**src/rtl/keyboard_buffer.sv**
```systemverilog
// HID keycode front end for the Apple II keyboard latch: detects presses and
// typematic repeats, queues the characters and presents them through $C000/$C010.
module keyboard_buffer #(
    parameter int DEPTH         = 8,
    parameter int FIRST_DELAY   = 7000000,
    parameter int REPEAT_PERIOD = 933333
) (
    input  logic                         Clock_14Mhz,
    input  logic                         Reset,
    input  logic                         read,
    input  logic [7:0]                   keycode,
    input  logic [7:0]                   modifier,
    input  logic [7:0]                   ascii_in,
    output logic [7:0]                   keyboard_data,
    output logic                         key_down,
    output logic [$clog2(DEPTH+1)-1:0]   fifo_count,
    output logic                         overflow
);

    localparam int AW = $clog2(DEPTH);
    localparam int PW = AW + 1;
    localparam int CW = $clog2(DEPTH + 1);

    // Input stage: the keycode/character pair is sampled once, and events are
    // judged from that sample against the one before it.
    logic [7:0]    key_q, prev_q, ascii_q;
    logic          ctrl_q;
    logic [31:0]   timer_q, timer_d;
    logic [PW-1:0] wr_q, rd_q;
    logic [6:0]    data_q;
    logic          strobe_q, overflow_q, key_down_q;
    logic [6:0]    mem [DEPTH];

    logic       press, held, fire, push, pop, empty, full, accept, drop;
    logic [6:0] char_w;

    always_comb begin
        press  = (key_q != 8'h00) && (key_q != prev_q);
        held   = (key_q != 8'h00) && (key_q == prev_q);
        fire   = held && (timer_q == 32'd1);
        push   = (press || fire) && (ascii_q != 8'h00);
        char_w = ctrl_q ? {2'b00, ascii_q[4:0]} : ascii_q[6:0];
        empty  = (wr_q == rd_q);
        full   = (wr_q[AW] != rd_q[AW]) && (wr_q[AW-1:0] == rd_q[AW-1:0]);
        // A read never coincides with a latch load; the load follows a cycle later.
        pop    = !strobe_q && !empty && !read;
        accept = push && (!full || pop);
        drop   = push && full && !pop;
    end

    always_comb begin
        timer_d = timer_q;
        if (key_q == 8'h00) begin
            timer_d = 32'd0;
        end else if (press) begin
            timer_d = 32'(FIRST_DELAY);
        end else if (fire) begin
            timer_d = 32'(REPEAT_PERIOD);
        end else if (timer_q != 32'd0) begin
            timer_d = timer_q - 32'd1;
        end
    end

    always_ff @(posedge Clock_14Mhz or posedge Reset) begin
        if (Reset) begin
            key_q      <= 8'h00;
            prev_q     <= 8'h00;
            ascii_q    <= 8'h00;
            ctrl_q     <= 1'b0;
            key_down_q <= 1'b0;
            timer_q    <= 32'd0;
            wr_q       <= '0;
            rd_q       <= '0;
            data_q     <= 7'h00;
            strobe_q   <= 1'b0;
            overflow_q <= 1'b0;
        end else begin
            key_q      <= keycode;
            prev_q     <= key_q;
            ascii_q    <= ascii_in;
            ctrl_q     <= |(modifier & 8'h11);
            key_down_q <= (keycode != 8'h00);
            timer_q    <= timer_d;
            if (accept) wr_q <= wr_q + 1'b1;
            if (pop) begin
                rd_q   <= rd_q + 1'b1;
                data_q <= mem[rd_q[AW-1:0]];
            end
            if (read) begin
                strobe_q <= 1'b0;
            end else if (pop) begin
                strobe_q <= 1'b1;
            end
            // A drop in the same cycle as a read still leaves overflow flagged.
            if (drop) begin
                overflow_q <= 1'b1;
            end else if (read) begin
                overflow_q <= 1'b0;
            end
        end
    end

    always_ff @(posedge Clock_14Mhz) begin
        if (accept) mem[wr_q[AW-1:0]] <= char_w;
    end

    assign keyboard_data = {strobe_q, data_q};
    assign key_down      = key_down_q;
    assign fifo_count    = CW'(wr_q - rd_q);
    assign overflow      = overflow_q;

endmodule

```
**config.mk**
```make
export PLATFORM = sky130hd
export DESIGN_NAME = keyboard_buffer
export DESIGN_NICKNAME = d
export VERILOG_FILES = /design/src/rtl/keyboard_buffer.sv
export SDC_FILE = /design/constraint.sdc
export NUM_CORES = 1
export LEC_CHECK = 0
export ABC_CLOCK_PERIOD_IN_PS = 2900
export CAP_MARGIN = 40
export CORE_UTILIZATION = 55
export CTS_BUF_LIST = sky130_fd_sc_hd__clkbuf_8
export CTS_CLUSTER_DIAMETER = 40
export DETAILED_ROUTE_END_ITERATION = 8
export PLACE_DENSITY_LB_ADDON = 0.05
export SETUP_SLACK_MARGIN = 0.3
export SKIP_CTS_REPAIR_TIMING = 1
export SLEW_MARGIN = 10
export SYNTH_ARGS = -nofsm -noshare
export SYNTH_HDL_FRONTEND = slang
export SYNTH_SLANG_ARGS = --single-unit
```
**constraint.sdc**
```tcl
create_clock -name Clock_14Mhz -period 2.9 [get_ports Clock_14Mhz]
set_clock_uncertainty 0.15 [all_clocks]
set_input_delay 0.58 -clock Clock_14Mhz [delete_from_list [all_inputs] [get_ports Clock_14Mhz]]
set_output_delay 0.58 -clock Clock_14Mhz [all_outputs]
set_load 0.02 [all_outputs]
```
==> out/metrics.yaml <==
floorplan:
  dieWidth_um: 103
  num_rows: 36
  floorplan.io_pins: 41
  initial_utilization_pct: 57.0
  design.die.area_um2: 10500
  core_area_um2: 9770
  die_height_um: 103
synth:
  avgSynthCellArea_um2: 13.6
  warnings_synthesis: 0
  post_synth_fa_ha_maj_area_fraction_pct: 1.93
  synth_compound_area_share_pct: 5.26
  synthSimpleGateAreaFrac_pct: 13.3
  synth_top_family_by_area: "simple AND/OR/NAND/NOR gates"
  synth.net_count: 445
  synth.area.mux_share_pct: 7.32
  post_synth_xor_area_fraction_pct: 6.45
  netlist-cell-type-count: 51
  ys_top_cells_by_area: "dfrtp_1, edfxtp_1, mux4_2"
  number_of_synthesized_flops_with_an_enable_pin: 56
  postSynth.topFlopCell: "dfrtp_1"
  syn-instance-count: 410
  seq_area_frac_synth_pct: 63.9
  ys_seq_elements: 131
  synth_largest_area_cell: "dfrtp_1"
  yosysMostFrequentCell: "dfrtp_1"
  synth-async-reset-ratio_pct: 57.3
  mappedNetlistArea_um2: 5570
  yosysTopAreaCellShare_pct: 33.7
  synth_commonest_cells: "dfrtp_1, edfxtp_1, nor2_1"
setup_path:
  critPathRequiredTime_ns: 3.12
  crit-reg2reg-capture: "timer_q[29]"
  worst-path-stages: 6
  critical_path_class: "flip-flop to flip-flop"
  worstPathArrival_ns: 2.83
  worst-r2r-setup-slack_ns: 0.28
  crit_family: "simple AND/OR/NAND/NOR gates"
  worst_path_cell_trace: "or3_4, or4_4, nor4_4, o21ai_4, or4_4, a21oi_2"
  setup.worst_path.start_class: "flip-flop"
  type_of_element_capturing_the_critical_path: "flip-flop"
  crit_path_top_delay_cell: "or4_4"
  r2r_cells: 6
  r2r-start: "timer_q[6]"
  critical_path.n_buffers_inverters: 0
  crit_path_max_fanout: 6
  cp_slowest_stage_delay_ns: 0.54
  worst_path_most_repeated_cell: "or4_4"
timing:
  hold_viol_final: 0
  grt_setup_unrepaired: "yes"
  min_period_over_period_pct: 90.2
  worstMarginPinSlew_ns: 0.860
  layout_min_cycle_time_ns: 2.62
  max-slew-margin-rel_pct: 42.1
  setup_violations: 0
  max_clock_freq_ghz: 0.382
  final.setup.tns_ns: 0
  final_max_slew_violation_count: 0
final_layout:
  register_area_um2: 3560
  post-route-cell-area_um2: 7020
  multiInputGateArea_um2: 2130
  antenna_cells_inserted: 0
  areaGrowthSynthToFinish_pct: 25.9
  fin_util_pct: 71.8
  fin_nets: 525
  drive_above_1_share_pct: 26.4
  nFillCells: 698
power:
  share_seq_of_total_power_pct: 40.1
  clock_power_share_pct: 24.5
  power_switching_share_pct: 33.0
  comb_power_share_pct: 35.3
  intPower_uw: 4100
  net_switching_uw: 2020
  power_per_cell_area_nw_per_um2: 872
  leakagePower_uw: 0.00265
  power.ir.vdd_worst_mv: 0.663
cts:
  clock-sinks: 131
  clock_insertion_delay_worst_skew_ns: 0.44
  cts_root_buffer: "clkbuf_8"
  cts-root-to-sink-buffers: 2
  htreeDepth: 4
  cts.clk_slew.worst_paths_ns: 0.07
  cts_inserted_buffers: 17
  clock_tree_from_tritoncts: "yes"
detailed_routing:
  route.antenna.remaining_nets: 0
  detail_route.iter0.violations: 168
  vias_per_cell: 5.68
  vias: 3614
  detail_route.drc_violations: 0
  drt_pass1_iterations: 4
  routed_wirelength_mm: 11.4
  route.detailed.wl_per_inst_um: 17.9
grt:
  grt_remaining_overflow: 0
  grt_first_pass_wirelength_mm: 17.9
  number_of_global_route_vias_before_repair: 3601
  grt_max_degree: 76
  antenna_found_initial: 0
  globalRouteTotalUtil_pct: 23.5
worst_hold_path:
  worst_hold_startpoint: "key_q[4]"
  worstHoldPathCells: 0
  hold_end: "prev_q[4]"
  hold_path.class: "flip-flop to flip-flop"
place:
  gp_congestion: 0.860
  place.port_buffers: 34
  dpl-instance-area_um2: 6400
  post-dp-hpwl_mm: 7.53
status:
  status: "finished, final reports clean"
run:
  cap_violations: 0
placed cells by master (no fill, tap or decap), types with 10 or more instances in the layout:
cell type,n
dfrtp_1,74
edfxtp_1,56
buf_4,34
clkdlybuf4s50_1,30
nor2_1,22
nand2_1,21
xnor2_1,21
xor2_1,20
nor4_1,17
a21oi_1,17
clkbuf_8,17
mux4_2,14
nor3_1,10
cells by family after synthesis:
kind of cell	after synthesis
DFF	131
xor gates and xnor gates	41
buffers and inverters	26
muxes	23
and+or+nand+nor	131
adders and majority gates	8
AOI/OAI and AO/OA	50
worst register-to-register path: stages (launching register included):
cell and delay, ns:
dfrtp_1 0.39, or3_4 0.44, or4_4 0.54, nor4_4 0.32, o21ai_4 0.13, or4_4 0.43, a21oi_2 0.14
flip-flops by register name, summed over array words and instances (netlist names):
register,count
ascii_q,8
ctrl_q,1
data_q,7
key_down,1
key_q,8
mem,56
overflow,1
prev_q,8
rd_q,4
strobe_q,1
timer_q,32
wr_q,4
power groups by stage:
| stage | clock network [µW] | logic (µW) | registers, µW |
|---|---|---|---|
| final | 1500 | 2160 | 2450 |
| after global routing | 1620 | 2340 | 2490 |
| after CTS | 1530 | 2100 | 2460 |
| after detailed placement | 0 | 2100 | 2490 |
| after global placement | 0 | 2060 | 2480 |
| after floorplan | 0 | 1230 | 2580 |
layout make-up:
cell class                 count  area share [%]
inverter                      11           0.642
clock inverter                15            2.23
clock buffer                  17            3.34
sequential                   131            50.7
tap                          133            2.37
timing repair buffer          76            10.4
multi-input combinational    253            30.3
per-layer routing:
metal	GRT usage [%]	up-vias	share of wire (%)
met3	5.42	13	6.1
met5	0	-	0
met2	35.8	107	49
met4	8.68	0	1.4
met1	33.2	1813	44
li1	-	1681	-
per-stage QoR:
step                hold slack (ns)  std cells  total power, µW  setup slack, ns
floorplan                     0.242        410             3800            0.197
global placement              0.255        588             4530            0.157
detailed placement            0.259        588             4590            0.127
CTS                           0.276        620             6090           -0.262
global route                  0.291        636             6440            0.165
finish                        0.274        636             6120            0.285
how the worst max path moves through the flow:
stage | startpoint | endpoint | slack [ns]
6_report | timer_q[6] | timer_q[29] | 0.28
5_1_grt | timer_q[26] | mem[5][0] | 0.17
4_1_cts | wr_q[0] | fifo_count[3] | -0.26
3_5_place_dp | read | mem[4][1] | 0.13
3_3_place_gp | read | mem[4][1] | 0.16
2_1_floorplan | timer_q[13] | mem[0][0] | 0.20
(Power assumes the default switching activity.)
